$ cat src/rtl/hud_stats_pkg.sv
// Shared types and constants for the HUD stats tracker: FSM states, ring ceiling,
// finish-bonus values and the one-second frame prescaler bound.
package hud_stats_pkg;

  typedef enum logic [1:0] {
    PLAY  = 2'd0,
    HURT  = 2'd1,
    CLEAR = 2'd2,
    OVER  = 2'd3
  } stats_state_t;

  localparam logic [6:0] RING_MAX       = 7'd99;
  localparam logic [2:0] BONUS_FAST     = 3'd5;
  localparam logic [2:0] BONUS_NORMAL   = 3'd3;
  localparam logic [5:0] PRESCALE_LAST  = 6'd59;

  // Ring counter add that clamps at the two-digit HUD limit.
  function automatic logic [6:0] ring_sat_add(input logic [6:0] cur, input logic [7:0] inc);
    logic [8:0] sum;
    sum = {2'b00, cur} + {1'b0, inc};
    return (sum > {2'b00, RING_MAX}) ? RING_MAX : sum[6:0];
  endfunction

endpackage

$ cat src/rtl/bcd_time_counter.sv
// Elapsed-time display counter: 60-frame prescaler feeding an m:ss BCD chain.
// Minutes saturate at 9; the display then holds at 9:59.
module bcd_time_counter
  import hud_stats_pkg::*;
(
  input  logic       frame_clk,
  input  logic       Reset,
  input  logic       en,
  output logic [3:0] time_min,
  output logic [3:0] time_sec_tens,
  output logic [3:0] time_sec_ones
);

  logic [5:0] prescale;
  logic       at_max;

  assign at_max = (time_min == 4'd9) && (time_sec_tens == 4'd5) && (time_sec_ones == 4'd9);

  always_ff @(posedge frame_clk) begin
    if (Reset) begin
      prescale      <= '0;
      time_min      <= '0;
      time_sec_tens <= '0;
      time_sec_ones <= '0;
    end else if (en) begin
      // NOTE: non-blocking assignments keep every register sampling pre-edge values,
      // so the digit carries below see the same prescale value regardless of order.
      prescale <= (prescale == PRESCALE_LAST) ? 6'd0 : prescale + 6'd1;
      if ((prescale == PRESCALE_LAST) && !at_max) begin
        if (time_sec_ones == 4'd9) begin
          time_sec_ones <= 4'd0;
          if (time_sec_tens == 4'd5) begin
            time_sec_tens <= 4'd0;
            time_min      <= time_min + 4'd1;
          end else begin
            time_sec_tens <= time_sec_tens + 4'd1;
          end
        end else begin
          time_sec_ones <= time_sec_ones + 4'd1;
        end
      end
    end
  end

endmodule

$ cat src/rtl/hud_stats_tracker.sv
// Per-frame HUD game state: rings, elapsed time, lives, finish bonus and end flags.
// Define STATS_INVULN_EN to build the HURT state with its post-hit invulnerability window.
module hud_stats_tracker
  import hud_stats_pkg::*;
#(
  parameter int NUM_RINGS          = 8,
  parameter int TIME_LIMIT_FRAMES  = 14400,
  parameter int FAST_FINISH_FRAMES = 1800,
  parameter int START_LIVES        = 3,
  parameter int INVULN_FRAMES      = 120
) (
  input  logic                 frame_clk,
  input  logic                 Reset,
  input  logic [NUM_RINGS-1:0] ring_hit,
  input  logic                 spike_hit,
  input  logic                 goal_hit,
  output logic [6:0]           rings,
  output logic [NUM_RINGS-1:0] collected,
  output logic [13:0]          game_time,
  output logic [3:0]           time_min,
  output logic [3:0]           time_sec_tens,
  output logic [3:0]           time_sec_ones,
  output logic [3:0]           lives,
  output logic [2:0]           bonus,
  output logic                 end_game,
  output logic                 time_over,
  output logic                 invuln
);

  localparam logic [13:0] TIME_LAST  = 14'(TIME_LIMIT_FRAMES - 1);
  localparam logic [13:0] TIME_CAP   = 14'(TIME_LIMIT_FRAMES);
  localparam logic [13:0] FAST_MAX   = 14'(FAST_FINISH_FRAMES);
  localparam logic [3:0]  LIVES_INIT = 4'(START_LIVES);

  stats_state_t         state, state_nx;
  logic [NUM_RINGS-1:0] ring_prev, ring_rise, new_rings, collected_nx;
  logic                 spike_prev, goal_prev, spike_rise, goal_rise, spike_act;
  logic [7:0]           new_count;
  logic [6:0]           rings_nx;
  logic [13:0]          game_time_nx;
  logic [3:0]           lives_nx;
  logic [2:0]           bonus_nx;
  logic                 end_game_nx, time_over_nx, time_en;

`ifdef STATS_INVULN_EN
  localparam int                 TIMER_W    = $clog2(INVULN_FRAMES + 1);
  localparam logic [TIMER_W-1:0] TIMER_LOAD = TIMER_W'(INVULN_FRAMES - 1);
  logic [TIMER_W-1:0] timer, timer_nx;
`else
  logic [7:0] unused_invuln_frames;
  assign unused_invuln_frames = 8'(INVULN_FRAMES);
  assign invuln = 1'b0;
`endif

  // Previous levels clear on reset so a level already high in the first frame is an edge.
  always_ff @(posedge frame_clk) begin
    if (Reset) begin
      ring_prev  <= '0;
      spike_prev <= 1'b0;
      goal_prev  <= 1'b0;
    end else begin
      ring_prev  <= ring_hit;
      spike_prev <= spike_hit;
      goal_prev  <= goal_hit;
    end
  end

  assign ring_rise  = ring_hit & ~ring_prev;
  assign spike_rise = spike_hit & ~spike_prev;
  assign goal_rise  = goal_hit & ~goal_prev;
  assign new_rings  = ring_rise & ~collected;

  always_comb begin
    new_count = '0;
    for (int i = 0; i < NUM_RINGS; i++) begin
      new_count = new_count + {7'd0, new_rings[i]};
    end
  end

  always_ff @(posedge frame_clk) begin
    if (Reset) state <= PLAY;
    else       state <= state_nx;
  end

  // Priority: goal, then time limit, then spike, then ring count.
  always_comb begin
    // NOTE: every signal gets a default before any branch; a path that leaves one
    // unassigned would infer a latch.
    state_nx     = state;
    rings_nx     = rings;
    collected_nx = collected;
    game_time_nx = game_time;
    lives_nx     = lives;
    bonus_nx     = bonus;
    end_game_nx  = end_game;
    time_over_nx = time_over;
    time_en      = 1'b0;
`ifdef STATS_INVULN_EN
    timer_nx     = timer;
    spike_act    = spike_rise && (state == PLAY);
`else
    spike_act    = spike_rise;
`endif

    if ((state == PLAY) || (state == HURT)) begin
      if (goal_rise) begin
        state_nx    = CLEAR;
        end_game_nx = 1'b1;
        bonus_nx    = (game_time <= FAST_MAX) ? BONUS_FAST : BONUS_NORMAL;
      end else begin
        time_en      = 1'b1;
        collected_nx = collected | new_rings;
        if (game_time == TIME_LAST) begin
          game_time_nx = TIME_CAP;
          state_nx     = OVER;
          time_over_nx = 1'b1;
        end else begin
          game_time_nx = game_time + 14'd1;
        end

        // The spike decision uses the pre-frame ring count; same-frame rings are not added.
        if (spike_act) begin
          if (rings != '0) begin
            rings_nx = '0;
          end else begin
            lives_nx = lives - 4'd1;
            if (lives == 4'd1) begin
              state_nx     = OVER;
              time_over_nx = 1'b1;
            end
          end
`ifdef STATS_INVULN_EN
          if (state_nx != OVER) begin
            state_nx = HURT;
            timer_nx = TIMER_LOAD;
          end
`endif
        end else begin
          rings_nx = ring_sat_add(rings, new_count);
`ifdef STATS_INVULN_EN
          if ((state == HURT) && (state_nx != OVER)) begin
            if (timer == '0) state_nx = PLAY;
            else             timer_nx = timer - TIMER_W'(1);
          end
`endif
        end
      end
    end
  end

  always_ff @(posedge frame_clk) begin
    if (Reset) begin
      rings     <= '0;
      collected <= '0;
      game_time <= '0;
      lives     <= LIVES_INIT;
      bonus     <= '0;
      end_game  <= 1'b0;
      time_over <= 1'b0;
`ifdef STATS_INVULN_EN
      timer     <= '0;
      invuln    <= 1'b0;
`endif
    end else begin
      rings     <= rings_nx;
      collected <= collected_nx;
      game_time <= game_time_nx;
      lives     <= lives_nx;
      bonus     <= bonus_nx;
      end_game  <= end_game_nx;
      time_over <= time_over_nx;
`ifdef STATS_INVULN_EN
      timer     <= timer_nx;
      invuln    <= (state_nx == HURT);
`endif
    end
  end

  bcd_time_counter u_time (
    .frame_clk     (frame_clk),
    .Reset         (Reset),
    .en            (time_en),
    .time_min      (time_min),
    .time_sec_tens (time_sec_tens),
    .time_sec_ones (time_sec_ones)
  );

endmodule

$ cat config.mk
export PLATFORM = sky130hd
export DESIGN_NAME = hud_stats_tracker
export DESIGN_NICKNAME = d
export VERILOG_FILES = /design/src/rtl/hud_stats_pkg.sv /design/src/rtl/bcd_time_counter.sv /design/src/rtl/hud_stats_tracker.sv
export SDC_FILE = /design/constraint.sdc
export NUM_CORES = 1
export LEC_CHECK = 0
export ABC_CLOCK_PERIOD_IN_PS = 6800
export BUFFER_PORTS_ARGS = -buffer_cell sky130_fd_sc_hd__buf_2
export CAP_MARGIN = 40
export CORE_ASPECT_RATIO = 1.1
export CORE_MARGIN = 3
export CORE_UTILIZATION = 55
export DETAILED_ROUTE_END_ITERATION = 12
export PLACE_DENSITY_LB_ADDON = 0.05
export SLEW_MARGIN = 0
export SYNTH_ARGS = -nofsm -noshare
export SYNTH_HDL_FRONTEND = slang
export SYNTH_SLANG_ARGS = --single-unit
$ cat constraint.sdc
create_clock -name frame_clk -period 6.8 [get_ports frame_clk]
set_clock_uncertainty 0.05 [all_clocks]
set_input_delay 1.36 -clock frame_clk [delete_from_list [all_inputs] [get_ports frame_clk]]
set_output_delay 1.36 -clock frame_clk [all_outputs]
set_load 0.1 [all_outputs]
## After elaboration in Yosys (flattened, before gate mapping)

Cells that the tools add are included.

- Output and inout port bits: 51
- Logic and storage cells: 83
- Input bits: 12
- Flip-flop bits (word level): 68

- Magnitude comparators: 2
- Eq/ne operators: 8
- Reduce and logical (&&, ||, !) cells: 14
- Add/sub/neg operators: 14
- Muxes and demuxes: 19
- Bitwise operators: 11

Operators by type and width:

| operator | count |
|---|---|
| 2-to-1 mux 7 bit | 3 |
| AND 8 bit | 2 |
| inverter 8 bit | 2 |
| adder 14 x 1 -> 14 bit, second input constant | 1 |
| == test 14 bit, second input constant | 1 |
| <= comparator 14 x 11 -> 1 bit, second input constant | 1 |
| 2-to-1 mux 14 bit | 1 |
| adder 4 x 1 -> 4 bit, second input constant | 3 |
| 2-to-1 mux 2 bit | 5 |
| adder 7 x 8 -> 9 bit | 1 |
| > comparator 9 x 7 -> 1 bit, second input constant | 1 |
| adder 7 x 1 -> 8 bit | 1 |
| == test 4 bit, second input constant | 2 |
| 2-to-1 mux 4 bit | 2 |
| OR 8 bit | 1 |
| AND reduction 4 bit | 2 |
| adder 6 x 1 -> 7 bit | 1 |
| nonzero test 7 bit | 1 |
| adder 5 x 1 -> 6 bit | 1 |
| adder 6 x 1 -> 6 bit, second input constant | 1 |
| == test 6 bit, second input constant | 1 |
| 2-to-1 mux 1 bit | 6 |
| 2-to-1 mux 6 bit | 1 |
| AND reduction 2 bit | 3 |
| other kinds (17) | 24 |

## Longest topological paths before layout

Gate-level depths: netlist of the first run.

- Word-level depth: 14
- Gate-level depth with buffers: 14
- Gate-level depth less buffers: 14

## Hierarchy

From an unflattened synthesis of the first run, not the netlist that was laid out.

- Cells, all modules: 383
- Area total of the unflattened synthesis: 3,358.2 um^2

By module, submodules not included:

| module | area each (um^2) | cells each | sequential area each (um^2) | times used |
|---|---|---|---|---|
| hud_stats_tracker | 2,447.3 | 280 | 960.9 | 1 |
| bcd_time_counter | 910.9 | 103 | 360.3 | 1 |

## Worst setup path before layout of the first run

Ideal clock, no wire load.

- Path kind: input to register
- Start point: in ring_hit[0]
- End point: reg rings[2]
- Path buffers: 0
- Arrival time: 4.796 ns
- Library setup time: 0.119 ns
- Required time: 6.631 ns
- Slack: 1.835 ns
- Stages: 14
- Path through: nor3b_1 fa_1 inv_1 fa_1 inv_1 fa_1 fa_1 inv_1 fa_1 nand2b_1 o2bb2ai_1 o31ai_1 a2bb2oi_1 a32o_1

- Word-level cells in the longest chain between the ends: 13

RTL lines:

| element | line | source |
|---|---|---|
| start, declared | hud_stats_tracker.sv:14 | `input logic [NUM_RINGS-1:0] ring_hit,` |
| AND 8 bit (*) | hud_stats_tracker.sv:68 | `assign ring_rise = ring_hit & ~ring_prev;` |
| AND 8 bit (*) | hud_stats_tracker.sv:71 | `assign new_rings = ring_rise & ~collected;` |
| adder 1 x 1 -> 2 bit (*) | hud_stats_tracker.sv:76 | `new_count = new_count + {7'd0, new_rings[i]};` |
| adder 2 x 1 -> 3 bit (*) | hud_stats_tracker.sv:76 |  |
| adder 3 x 1 -> 4 bit (*) | hud_stats_tracker.sv:76 |  |
| adder 4 x 1 -> 5 bit (*) | hud_stats_tracker.sv:76 |  |
| adder 5 x 1 -> 6 bit (*) | hud_stats_tracker.sv:76 |  |
| adder 6 x 1 -> 7 bit (*) | hud_stats_tracker.sv:76 |  |
| adder 7 x 1 -> 8 bit (*) | hud_stats_tracker.sv:76 |  |
| adder 7 x 8 -> 9 bit (*) | hud_stats_pkg.sv:20 | `sum = {2'b00, cur} + {1'b0, inc};` |
| > comparator 9 x 7 -> 1 bit | hud_stats_pkg.sv:21 | `return (sum > {2'b00, RING_MAX}) ? RING_MAX : sum[6:0];` |
| 2-to-1 mux 7 bit (*) | hud_stats_pkg.sv:21 |  |
| 2-to-1 mux 7 bit (*) | hud_stats_tracker.sv:122 | `if (spike_act) begin` |
| end signal, assigned | hud_stats_tracker.sv:165 | `rings <= rings_nx;` |
| end, declared | hud_stats_tracker.sv:17 | `output logic [6:0] rings,` |

Mark *: on every way between the ends. The rest lies on a longest branch, timed or not.
A chain may end at the register's enable or synchronous reset.

## Worst setup path after layout of the first run

Same ends and word-level chain as after synthesis.

==> results.py, run 1 <==
metrics = {
    "detailed_routing": {
        "vias": 2779,
        "wl_um": 6860,
        "dr.pass1.iters": 4,
        "post_drt_wl_per_cell_um": 13.6,
        "drc": 0,
        "drtIter0Drc": 182,
        "via_per_inst": 5.51,
        "ant_nets": 0,
    },
    "timing": {
        "tightest_slew_ns": 0.709,
        "fin_setup_tns_ns": 0,
        "drv_slew": 0,
        "fin_ws_ns": 1.88,
        "hold_viol": 0,
        "post-route-min-period_ns": 4.92,
        "slew_headroom_pct": 52.7,
        "fmax_mhz": 203,
        "min_period_over_period_pct": 72.3,
        "grt_setup_unrepaired": "no",
        "setup_viol": 0,
    },
    "power_and_ir_drop": {
        "p_leak_nw": 1.66,
        "ir_drop_mv": 0.370,
        "p_switching_mw": 0.416,
        "design_power_total_mw": 1.07,
        "switching_share_pct": 38.9,
        "power_frac_seq_pct": 40.3,
        "power_density_nw_per_um2": 284,
        "combPwrFrac_pct": 32.5,
        "internal-power_mw": 0.655,
        "p_clk_share_pct": 27.3,
    },
    "cells_and_area": {
        "syn2layout_area_growth_pct": 16.2,
        "final-seq-area_um2": 1320,
        "multiInputGateArea_um2": 1770,
        "antenna_cells": 0,
        "layout.nets": 455,
        "instances_no_fill": 504,
        "drive_above_1_share_pct": 20.3,
        "nFillCells": 481,
    },
    "worst_setup_path": {
        "worstPathMaxFanout": 5,
        "path_class": "primary input to flop",
        "path_common_cell": "fa_1",
        "end_kind": "flop",
        "path_cells": "buf_2, nor3b_1, fa_1, inv_1, fa_1, inv_1, fa_1, fa_1, inv_1, fa_1, nand2b_1, o2bb2ai_1, a21oi_1, a2bb2oi_1, a32o_1",
        "critPathSlowestCell": "fa_1",
        "cp.required_ns": 7.03,
        "startpoint_type": "primary input",
        "crit_path_max_incr_delay_ns": 0.56,
        "crit_arrival_ns": 5.15,
    },
    "place": {
        "place_ws_ns": 1.54,
        "hpwl_um": 4900,
        "dp_cells": 489,
        "globalplace.congestion": 0.916,
        "numPortBuffers": 61,
    },
    "yosys": {
        "synth_commonest_cells": "dfxtp_1, nor2_1, inv_1, nand2_1, a21oi_1",
        "ys_seq_area_share_pct": 40.7,
        "synth-edff-count": 0,
        "synth_top_area_share_pct": 40.7,
        "yosysMostFrequentCell": "dfxtp_1",
        "syn_area_per_cell_um2": 8.92,
        "synth_fp_nets": 394,
        "syn_inst": 364,
        "yosysWarnings": 0,
        "netlist.top_cell.by_area": "dfxtp_1",
        "synth.area.top_cells": "dfxtp_1, nor2_1, ha_1",
        "yosysUniqueCellTypes": 54,
        "ys_ff_latch": 66,
        "syn_area_um2": 3250,
        "async_flop_share_pct": 0,
        "synthFlopType": "dfxtp_1",
    },
    "floorplan": {
        "die_area_um2": 6860,
        "io-pin-count": 63,
        "die_y_um": 86.6,
        "start_util_pct": 58.7,
        "dieWidth_um": 79.3,
        "core_um2": 5540,
        "rows": 28,
    },
    "clock_network": {
        "hold_buffers": 0,
        "cts_tree": "yes",
        "clk_latency_ns": 0.34,
        "cts_made_buffers": 9,
        "clk_path_buf_depth": 2,
        "clk_pin_slew_worst_paths_ns": 0.07,
        "cts_setup_buffers": 0,
        "post_cts_resized": 0,
        "ctsRootBufferMaster": "clkbuf_8",
        "h-tree-depth": 3,
        "clock-sinks": 66,
    },
    "global_route": {
        "overflow": 0,
        "grt_pass1_vias": 2589,
        "track_usage_pct": 21.9,
        "grt_max_degree": 55,
        "grt_pass1_wl_um": 11900,
        "antenna_found_initial": 0,
    },
    "outcome": {
        "status": "finished, final reports clean",
    },
    "worst_hold_path": {
        "hold_path_class": "flop to flop",
    },
    "flow_run": {
        "cap_viol_max_count": 0,
    },
}
-- layer usage --
metal	wire length, um	vias to the layer above	global-route usage, %	share of wire (%)
li1	-	1385	-	-
met1	3090	1315	28.5	45
met2	3310	67	35.1	48
met3	324	12	3.95	4.7
met4	135	0	10.9	2.0
met5	0	-	0	0
-- worst max-delay path: cells and delay by family --
| kind | cells | cell delay (ns) |
|---|---|---|
| compound gates | 4 | 0.99 |
| fa+ha+maj | 5 | 2.21 |
| buf+inv | 4 | 0.29 |
| simple gates | 2 | 0.31 |
-- metrics by stage --
step,utilization [%],hold slack [ns],area [um2]
4_1_cts,68.2,0.426,3770
3_3_place_gp,64.9,0.399,3590
2_1_floorplan,-,0.399,3250
3_5_place_dp,65.1,0.407,3600
5_1_grt,68.2,0.456,3770
6_report,68.2,0.418,3770
-- power by group through the flow --
stage	clock network [mW]	registers (mW)	logic [mW]
floorplan	0	0.553	0.167
global placement	0	0.440	0.339
detailed placement	0	0.440	0.348
CTS	0.300	0.431	0.350
global route	0.314	0.435	0.381
finish	0.292	0.432	0.348
-- state kept, by name (all words and copies together) (netlist names) --
name / flops
ring_prev: 8
lives: 4
rings: 7
collected: 8
state: 1
u_time.time_min: 4
game_time: 14
u_time.prescale: 6
bonus: 3
u_time.time_sec_tens: 4
goal_prev: 1
time_over: 1
u_time.time_sec_ones: 4
spike_prev: 1
-- cell usage in the layout, fill, tap and decap left out, drive strengths merged, types with 4 or more instances in the layout --
| cell type | synthesis | final |
|---|---|---|
| nand2b | 4 | 4 |
| nor2b | 15 | 15 |
| ha | 13 | 13 |
| nor3 | 13 | 13 |
| fa | 5 | 5 |
| clkbuf | 7 | 12 |
| buf | 6 | 63 |
| nand2 | 19 | 19 |
| o21ai | 8 | 8 |
| nand3b | 4 | 4 |
| a31oi | 13 | 13 |
| o31ai | 4 | 4 |
| inv | 25 | 25 |
| nand3 | 14 | 14 |
| a21oi | 17 | 17 |
| and3 | 8 | 8 |
| dfxtp | 66 | 66 |
| xnor2 | 13 | 13 |
| nor4 | 5 | 5 |
| xor2 | 13 | 13 |
| nor2 | 44 | 44 |
| nor3b | 9 | 9 |
-- final cells by class --
class,instances,area share (%)
clock inverters,3,0.398
well taps,75,2.49
clock buffers,12,4.11
repair buffers,63,8.58
multi-input cells,260,46.9
inverters,25,2.49
flip-flops and latches,66,35.0
-- path summary, 6_finish.rpt --
kind	from	endpoint	slack, ns	cells after the start
max	ring_hit[0]	rings[2]$_SDFFE_PP0P_	1.88	15
min	time_over$_SDFFE_PP0P_	time_over$_SDFFE_PP0P_	0.42	2
max reg2reg	rings[0]$_SDFFE_PP0P_	rings[2]$_SDFFE_PP0P_	2.70	13
min reg2reg	time_over$_SDFFE_PP0P_	time_over$_SDFFE_PP0P_	0.42	2
-- cell families after synthesis --
logic type / count (synthesis) / share of synthesized area [%]
xor+xnor: 26 / 7.01
other cells: 1 / 0.115
mux: 1 / 0.308
flops: 66 / 40.7
fa+ha+maj: 18 / 8.09
compound gates: 61 / 12.4
simple gates: 153 / 26.5
buf+inv: 38 / 4.85
(Power assumes the default switching activity.)
==> run 2, diff against run 1 <==
ABC_CLOCK_PERIOD_IN_PS = 4600   (was 6800)
clock period = 4.6 ns   (was 6.8 ns; I/O delays follow)
==> run 2 against run 1 <==
Design area grew 0.76%. Global-route usage down 0.49 points. Sequential power increased by 48%. Via count up 0.58%. Setup slack lost 1.7 ns. Sequential share of layout area down 0.26 points. Wire length grew 0.10%. Highest routed layer unchanged. Hold slack better by 0.0025 ns.
==> results.py, run 2 (same netlist as run 1, synthesis figures left out) <==
metrics = {
    "global_route": {
        "grtUsageMet2_pct": 35.3,
        "track_usage_pct": 21.4,
        "grt_pass1_vias": 2594,
        "grt.busiest_layer": "met2",
        "grtUsageMet1_pct": 27.0,
        "grt_pass1_wl_um": 11700,
        "overflow": 0,
        "gr-usage-met3_pct": 4.26,
        "antenna_found_initial": 0,
        "grt_max_degree": 38,
    },
    "cells_and_area": {
        "syn2layout_area_growth_pct": 17.1,
        "drive_above_1_share_pct": 21.0,
        "nFillCells": 487,
        "top_register": "game_time",
        "final-seq-area_um2": 1320,
        "multiInputGateArea_um2": 1770,
        "layout.nets": 462,
        "final_cell_mix": "dfxtp_1, buf_2, nor2_1",
        "top_regs": "game_time: 14 flops, collected: 8 flops, ring_prev: 8 flops",
        "final_common_cell": "dfxtp_1",
        "antenna_cells": 0,
        "largest_reg_flops": 14,
        "post-route-util_pct": 68.7,
        "instances_no_fill": 508,
    },
    "timing": {
        "hold_viol": 0,
        "fmax_mhz": 227,
        "post-route-min-period_ns": 4.41,
        "slew_headroom_pct": 54.8,
        "tightest_slew_ns": 0.677,
        "grt_setup_unrepaired": "no",
        "min_period_over_period_pct": 95.9,
        "setup_viol": 0,
        "drv_slew": 0,
        "fin_ws_ns": 0.188,
        "hold_slack_ns": 0.421,
    },
    "floorplan": {
        "die_area_um2": 6860,
        "start_util_pct": 58.7,
        "dieWidth_um": 79.3,
        "rows": 28,
        "io-pin-count": 63,
        "die_y_um": 86.6,
        "core_um2": 5540,
    },
    "detailed_routing": {
        "post_drt_wl_per_cell_um": 13.5,
        "dr.pass1.iters": 4,
        "wl_um": 6870,
        "via_per_inst": 5.50,
        "ant_nets": 0,
        "drc": 0,
        "vias": 2795,
        "drtIter0Drc": 155,
    },
    "flow_run": {
        "cap_viol_max_count": 0,
    },
    "place": {
        "dp_cells": 496,
        "globalplace.congestion": 0.838,
        "place_ws_ns": -0.153,
        "hpwl_um": 4980,
        "numPortBuffers": 61,
    },
    "power_and_ir_drop": {
        "power_density_nw_per_um2": 411,
        "ir_drop_mv": 0.454,
        "design_power_total_mw": 1.56,
        "p_leak_nw": 1.68,
    },
    "clock_network": {
        "clk_latency_ns": 0.33,
        "cts_tree": "yes",
        "clock-sinks": 66,
        "hold_buffers": 0,
        "cts_setup_buffers": 0,
        "ctsRootBufferMaster": "clkbuf_8",
        "clk_pin_slew_worst_paths_ns": 0.07,
        "h-tree-depth": 3,
        "post_cts_resized": 0,
        "clk_path_buf_depth": 2,
        "cts_made_buffers": 9,
    },
    "worst_setup_path": {
        "path_class": "primary input to flop",
        "worstPathMaxFanout": 5,
        "crit_arrival_ns": 4.60,
        "end_kind": "flop",
        "cp.required_ns": 4.79,
        "startpoint_type": "primary input",
    },
    "outcome": {
        "status": "finished, final reports clean",
    },
    "worst_hold_path": {
        "hold_path_class": "flop to flop",
    },
}
[run 2: report_power, final]
| part | internal [mW] | total [mW] | switching (mW) |
|---|---|---|---|
| Clock | 0.198 | 0.397 | 0.199 |
| Combinational | 0.156 | 0.527 | 0.371 |
| Sequential | 0.605 | 0.638 | 0.0335 |
[run 2: metal layers]
layer,wire [um],vias up
met2,3250,69
met1,3190,1316
met5,0,-
met4,114,0
li1,-,1400
met3,309,10
[run 2: stage by stage]
step	area, um2	setup TNS (ns)
3_5_place_dp	3660	-0.717
2_1_floorplan	3250	0
6_report	3800	0
5_1_grt	3800	0
4_1_cts	3800	0
3_3_place_gp	3650	-0.323
[run 2: layout make-up]
type | count | share of cell area (%)
Sequential cell | 66 | 34.7
Clock buffer | 11 | 3.72
Timing Repair Buffer | 70 | 9.90
Clock inverter | 1 | 0.132
Multi-Input combinational cell | 260 | 46.6
Inverter | 25 | 2.47
Tap cell | 75 | 2.47
[run 2: critical path, stage by stage]
cell	delay [ns]
buf_2	0.10
nor3b_1	0.15
fa_1	0.51
inv_1	0.05
fa_1	0.52
inv_1	0.05
fa_1	0.56
fa_1	0.19
inv_1	0.05
fa_1	0.37
nand2b_1	0.16
o2bb2ai_1	0.17
o31ai_1	0.28
a2bb2oi_1	0.09
buf_4	0.16
o31ai_1	0.25
[run 2: path summary, 6_finish.rpt]
| kind | start | end | depth (start not counted) | slack (ns) |
|---|---|---|---|---|
| setup / recovery | ring_hit[0] | rings[0]$_SDFFE_PP0P_ | 16 | 0.19 |
| hold / removal | u_time.prescale[1]$_SDFFE_PP0P_ | u_time.prescale[1]$_SDFFE_PP0P_ | 2 | 0.42 |
| setup reg to reg | rings[0]$_SDFFE_PP0P_ | rings[0]$_SDFFE_PP0P_ | 14 | 0.58 |
| hold reg to reg | u_time.prescale[1]$_SDFFE_PP0P_ | u_time.prescale[1]$_SDFFE_PP0P_ | 2 | 0.42 |
